[config.mk]
export PLATFORM = sky130hd
export DESIGN_NAME = l2_cacheline_adaptor
export DESIGN_NICKNAME = d
export VERILOG_FILES = /design/src/rtl/l2_cacheline_adaptor_pkg.sv /design/src/rtl/l2_cacheline_adaptor.sv
export SDC_FILE = /design/constraint.sdc
export NUM_CORES = 1
export LEC_CHECK = 0
export BUFFER_PORTS_ARGS = -buffer_cell sky130_fd_sc_hd__buf_2
export CAP_MARGIN = 20
export CORE_AREA = 2 2 273 275
export DETAILED_ROUTE_END_ITERATION = 6
export DIE_AREA = 0 0 275 277
export GPL_TIMING_DRIVEN = 0
export SKIP_LAST_GASP = 1
export SYNTH_ARGS = -nofsm -noshare
export SYNTH_HDL_FRONTEND = slang
export SYNTH_SLANG_ARGS = --single-unit
[constraint.sdc]
create_clock -name clk -period 36.8 [get_ports clk]
set_input_delay 1.84 -clock clk [delete_from_list [all_inputs] [get_ports clk]]
set_output_delay 1.84 -clock clk [all_outputs]
set_load 0.05 [all_outputs]
[src/rtl/l2_cacheline_adaptor_pkg.sv]
// Shared types for the L2 pmem-side cacheline adaptor.
// The L2 mux select enums live in their own packages and are not needed here.
package l2_adaptor_types;

  typedef enum logic [1:0] {
    IDLE  = 2'd0,
    READ  = 2'd1,
    WRITE = 2'd2,
    DONE  = 2'd3
  } adaptor_state_t;

endpackage

[src/rtl/l2_cacheline_adaptor.sv]
// Converts whole-line L2 read/write requests into BURSTS-beat memory bursts; best-case read is
// accept + BURSTS beats + one DONE cycle, and memory stalls (resp_i low) simply hold the burst.
module l2_cacheline_adaptor
  import l2_adaptor_types::*;
#(
  parameter int LINE_WIDTH  = 256,
  parameter int BURST_WIDTH = 64,
  parameter int ADDR_WIDTH  = 32
) (
  input  logic                   clk,
  input  logic                   rst,
  input  logic [LINE_WIDTH-1:0]  line_i,
  output logic [LINE_WIDTH-1:0]  line_o,
  input  logic [ADDR_WIDTH-1:0]  address_i,
  input  logic                   read_i,
  input  logic                   write_i,
  output logic                   resp_o,
  input  logic [BURST_WIDTH-1:0] burst_i,
  output logic [BURST_WIDTH-1:0] burst_o,
  output logic [ADDR_WIDTH-1:0]  address_o,
  output logic                   read_o,
  output logic                   write_o,
  input  logic                   resp_i
);

  localparam int BURSTS   = LINE_WIDTH / BURST_WIDTH;
  localparam int CNT_W    = (BURSTS > 1) ? $clog2(BURSTS) : 1;
  localparam int OFFSET_W = $clog2(LINE_WIDTH / 8);
  localparam logic [CNT_W-1:0] LAST_BEAT = CNT_W'(BURSTS - 1);

  adaptor_state_t        state;
  adaptor_state_t        state_next;
  logic [CNT_W-1:0]      count;
  logic [LINE_WIDTH-1:0] buffer;
  logic [LINE_WIDTH-1:0] line_q;
  logic [ADDR_WIDTH-1:0] addr_q;
  logic                  last_beat;

  assign last_beat = resp_i && (count == LAST_BEAT);

  always_ff @(posedge clk or posedge rst) begin
    if (rst) begin
      state <= IDLE;
    end else begin
      state <= state_next;
    end
  end

  always_comb begin
    state_next = state;
    case (state)
      IDLE: begin
        if (write_i) begin
          state_next = WRITE;
        end else if (read_i) begin
          state_next = READ;
        end
      end
      READ, WRITE: begin
        if (last_beat) begin
          state_next = DONE;
        end
      end
      DONE:    state_next = IDLE;
      default: state_next = IDLE;
    endcase
  end

  // The counter wraps to zero on the final beat; harmless since the state leaves READ/WRITE.
  always_ff @(posedge clk or posedge rst) begin
    if (rst) begin
      count  <= '0;
      buffer <= '0;
      line_q <= '0;
      addr_q <= '0;
    end else begin
      case (state)
        IDLE: begin
          if (write_i || read_i) begin
            addr_q <= {address_i[ADDR_WIDTH-1:OFFSET_W], OFFSET_W'(0)};
            buffer <= line_i;
            count  <= '0;
          end
        end
        READ: begin
          if (resp_i) begin
            buffer[count*BURST_WIDTH +: BURST_WIDTH] <= burst_i;
            count <= count + 1'b1;
          end
        end
        WRITE: begin
          if (resp_i) begin
            count <= count + 1'b1;
          end
        end
        DONE:    line_q <= buffer;
        default: ;
      endcase
    end
  end

  assign read_o    = (state == READ);
  assign write_o   = (state == WRITE);
  assign resp_o    = (state == DONE);
  assign address_o = addr_q;
  assign burst_o   = (state == WRITE) ? buffer[count*BURST_WIDTH +: BURST_WIDTH] : '0;
  // line_o shows the buffer during DONE and keeps that line afterwards.
  assign line_o    = (state == DONE) ? buffer : line_q;

endmodule

==> impl_results.md <==
* # IOs at 712
* CP startpoint: state[0]
* Rows at 100
* Async set or reset register ratio after synthesis at 100.0%
* Synth Instances at a little over 2000
* Type of origin of the critical path: register
* Min Tclk post-route at around 5.9 ns
* Final Max Tran Viols at 0
* TritonCTS Sinks at 543
* Post-DRT Antenna Nets at 0
* Cts repair resizes at 0
* DR vias/cell at 5.539
* TritonCTS Buffers at 66
* Post-synthesis xor/xnor area fraction at 0%
* Clock root cell: clkbuf_16
* Starting Density at 37.22%
* Worst setup slack after placement at around 31 ns
* Cell mode on critical path: clkbuf_1
* Final Hold Fails at 0
* CTS max path bufs at 3
* Critical path cell sequence: ha_1 -> clkbuf_1 -> clkbuf_1 -> clkbuf_1 -> mux2_2 -> buf_2
* Fin nets at approximately 3200
* Combined area of the multi-input logic cells at about 0.012 sq mm
* Die area at about 0.076 sq mm
* Gr usage total at approximately 28%
* Total wire length at 109500 microns
* Slew Limit Headroom at 25.39%
* Post-Synth Adder-Cell Area at less than 1%
* Layout cells sized above 1 at 52.29%
* GRT overflow at 0
* Remaining DRCs at 0
* Largest stage delay on the critical path at around 0.86 ns
* Fillers at about 6700
* Req. time, crit path at ~35 ns
* Fmax at 168.9 MHz
* Reg2reg start: count[1]
* FF+latch area at ~0.014 sq mm
* First-pass GRT wire length at around 160000 microns
* H-tree Lvls at 3
* Worst Max-Slew Pin Slew at approximately 1.1 ns
* CTS tree: yes
* Core Area at 0.07357 sq mm
* Post-synthesis mux area share at 30.75%
* Setup-failing EPs final at 0
* Crit path max-delay family: buffers and inverters
* Critical Path Sink Type: output pin
* Wire per inst at ~28 microns
* Port Buf Inserts at ~700
* Hold Path Origin: line_q[216]
* Most used DFF post-synth: dfrtp_1
* Vias in the first global route at 22480
* Initial antenna violation count at 20
* R2R cell count at 10
* Synth Area in Simple Gates at between 4 and 5%
* Hold Slack at roughly 0.49 ns
* First-pass DRT Iterations at 6
* MaxCap Viol Count at 0
* Worst-skew pair later-pin latency at 0.62 ns
* Area of the mapped netlist at approximately 0.027 sq mm
* Status: complete, no violations
* WP data arrival at roughly 4.1 ns
* Via count at about 21000
* Synth-to-Final Area Change at 26.90%
* Yosys warning count at 0
* Die Wd at ~280 microns
* Final core occ at between 40% and 50%
* Post-CTS setup buffer count at 0
* Avg Cell Area, Syn at ~14 sq um
* Largest family of logic cells by synthesized area: multiplexers
* DP HPWL at a little over 80000 microns
* RSZ-0062 raised after global routing: no
* Cell variety after synth at 35
* Yosys reg bits at 543
* Largest net degree at the start of global routing at between 100 and 150
* Fin crit share at between 15 and 20%
* Critical path class: reg2out
* Setup_tns at 0 ns
* Clock transition at path regs at 0.06 ns
* CP Depth at 6
* Clock skew at between 0.03 and 0.04 ns
* Post-synthesis sequential area ratio at between 40% and 50%
* Most frequent cells in the layout: buf_2 (733), dfrtp_1 (543), mux2_2 (299)
* Min-Delay Path Depth at 1
* Hold buffers post-CTS at 0
* Post-synth EDFFs at 0
* PnR worst setup slack at between 30 and 40 ns
* Final Wtd Congestion at around 0.94
* DRT iter0 DRCs at 1513
* Buf/Inv on CP at 4
* Die Y-Extent at roughly 280 microns
* CP max FO at 10
* Compound-Gate Fraction of Synth Area at 8.997%
* Commonest non-fill, non-tap cell in the layout: buf_2
* Worst path slowest cell: clkbuf_1
* Worst min-delay path class: reg2reg
==> synth_stat cells (2+ instances only) <==
| master | count | share of area (%) |
|---|---|---|
| ha_1 | 10 | 0.46 |
| o32ai_1 | 128 | 4.1 |
| a211oi_4 | 4 | 0.29 |
| buf_1 | 4 | 0.055 |
| buf_6 | 24 | 0.99 |
| buf_4 | 9 | 0.25 |
| and2_1 | 64 | 1.5 |
| mux2_2 | 299 | 12 |
| inv_1 | 135 | 1.9 |
| o2bb2ai_1 | 64 | 2.0 |
| nand3_1 | 65 | 1.2 |
| a32o_1 | 64 | 2.3 |
| nor2b_1 | 2 | 0.046 |
| dfrtp_1 | 543 | 50 |
| mux2_4 | 240 | 13 |
| nand2_1 | 134 | 1.8 |
| clkbuf_1 | 120 | 1.6 |
| mux4_2 | 64 | 5.3 |
| nand2b_1 | 3 | 0.069 |
| buf_2 | 32 | 0.58 |
| o31ai_1 | 2 | 0.055 |
| a21oi_1 | 2 | 0.037 |
==> layout make-up <==
type	count	share of cell area, %
clock buffers	94	5.552
repair buffers	721	11.07
clock inverters	21	0.8965
multi-input cells	1162	35.51
diodes	18	0.1296
inverters	135	1.480
flip-flops and latches	543	39.10
well taps	969	3.489
plain buffers	189	2.772
==> per-layer routing <==
metal	wire, microns	part of all wire (%)	global-route usage, %	up-vias
li1	-	-	-	9030
met1	44950	41	36.60	11120
met2	53040	48	46.35	946
met3	7246	6.6	5.072	230
met4	4199	3.8	11.61	10
met5	55	0.050	0	-
==> cell families after synthesis <==
family | Yosys count
other | 1
multiplexers | 604
adder cells (fa/ha/maj) | 10
AND/OR/NAND/NOR | 274
flip-flops | 543
AO/OA/AOI/OAI | 269
buffers and inverters | 324
==> worst reg2reg max path: cells and delay by family (launching register included) <==
kind	cells	cell delay [ns]
AOI/OAI and AO/OA	1	0.23
adders and majority gates	1	0.47
buffers and inverters	6	2.79
DFF	1	0.53
muxes	1	0.29
and+or+nand+nor	1	0.13
==> stage by stage <==
stage	cells	cell area (sq um)
floorplan	2029	27400
global placement	3699	32120
detailed placement	3718	32450
CTS	3833	34690
global route	3847	34740
finish	3852	34750
==> sequential cells by signal (all words and copies together) (netlist names) <==
signal and flops:
buffer 256, address_o 27, state 2, count 2, line_q 256
==> path summary, 6_finish.rpt <==
path	to	slack (ns)
worst min register to register	line_q[216]	0.49
worst max-delay path	line_o[254]	30.88
worst max register to register	buffer[17]	32.24
worst min-delay path	line_q[216]	0.49
min in group asynchronous	line_q[214]	1.31
max in group asynchronous	buffer[246]	33.82
Power is left out: the tool's default activity adds up to more than one toggle a clock period on the data nets, which glitch-free logic cannot reach.
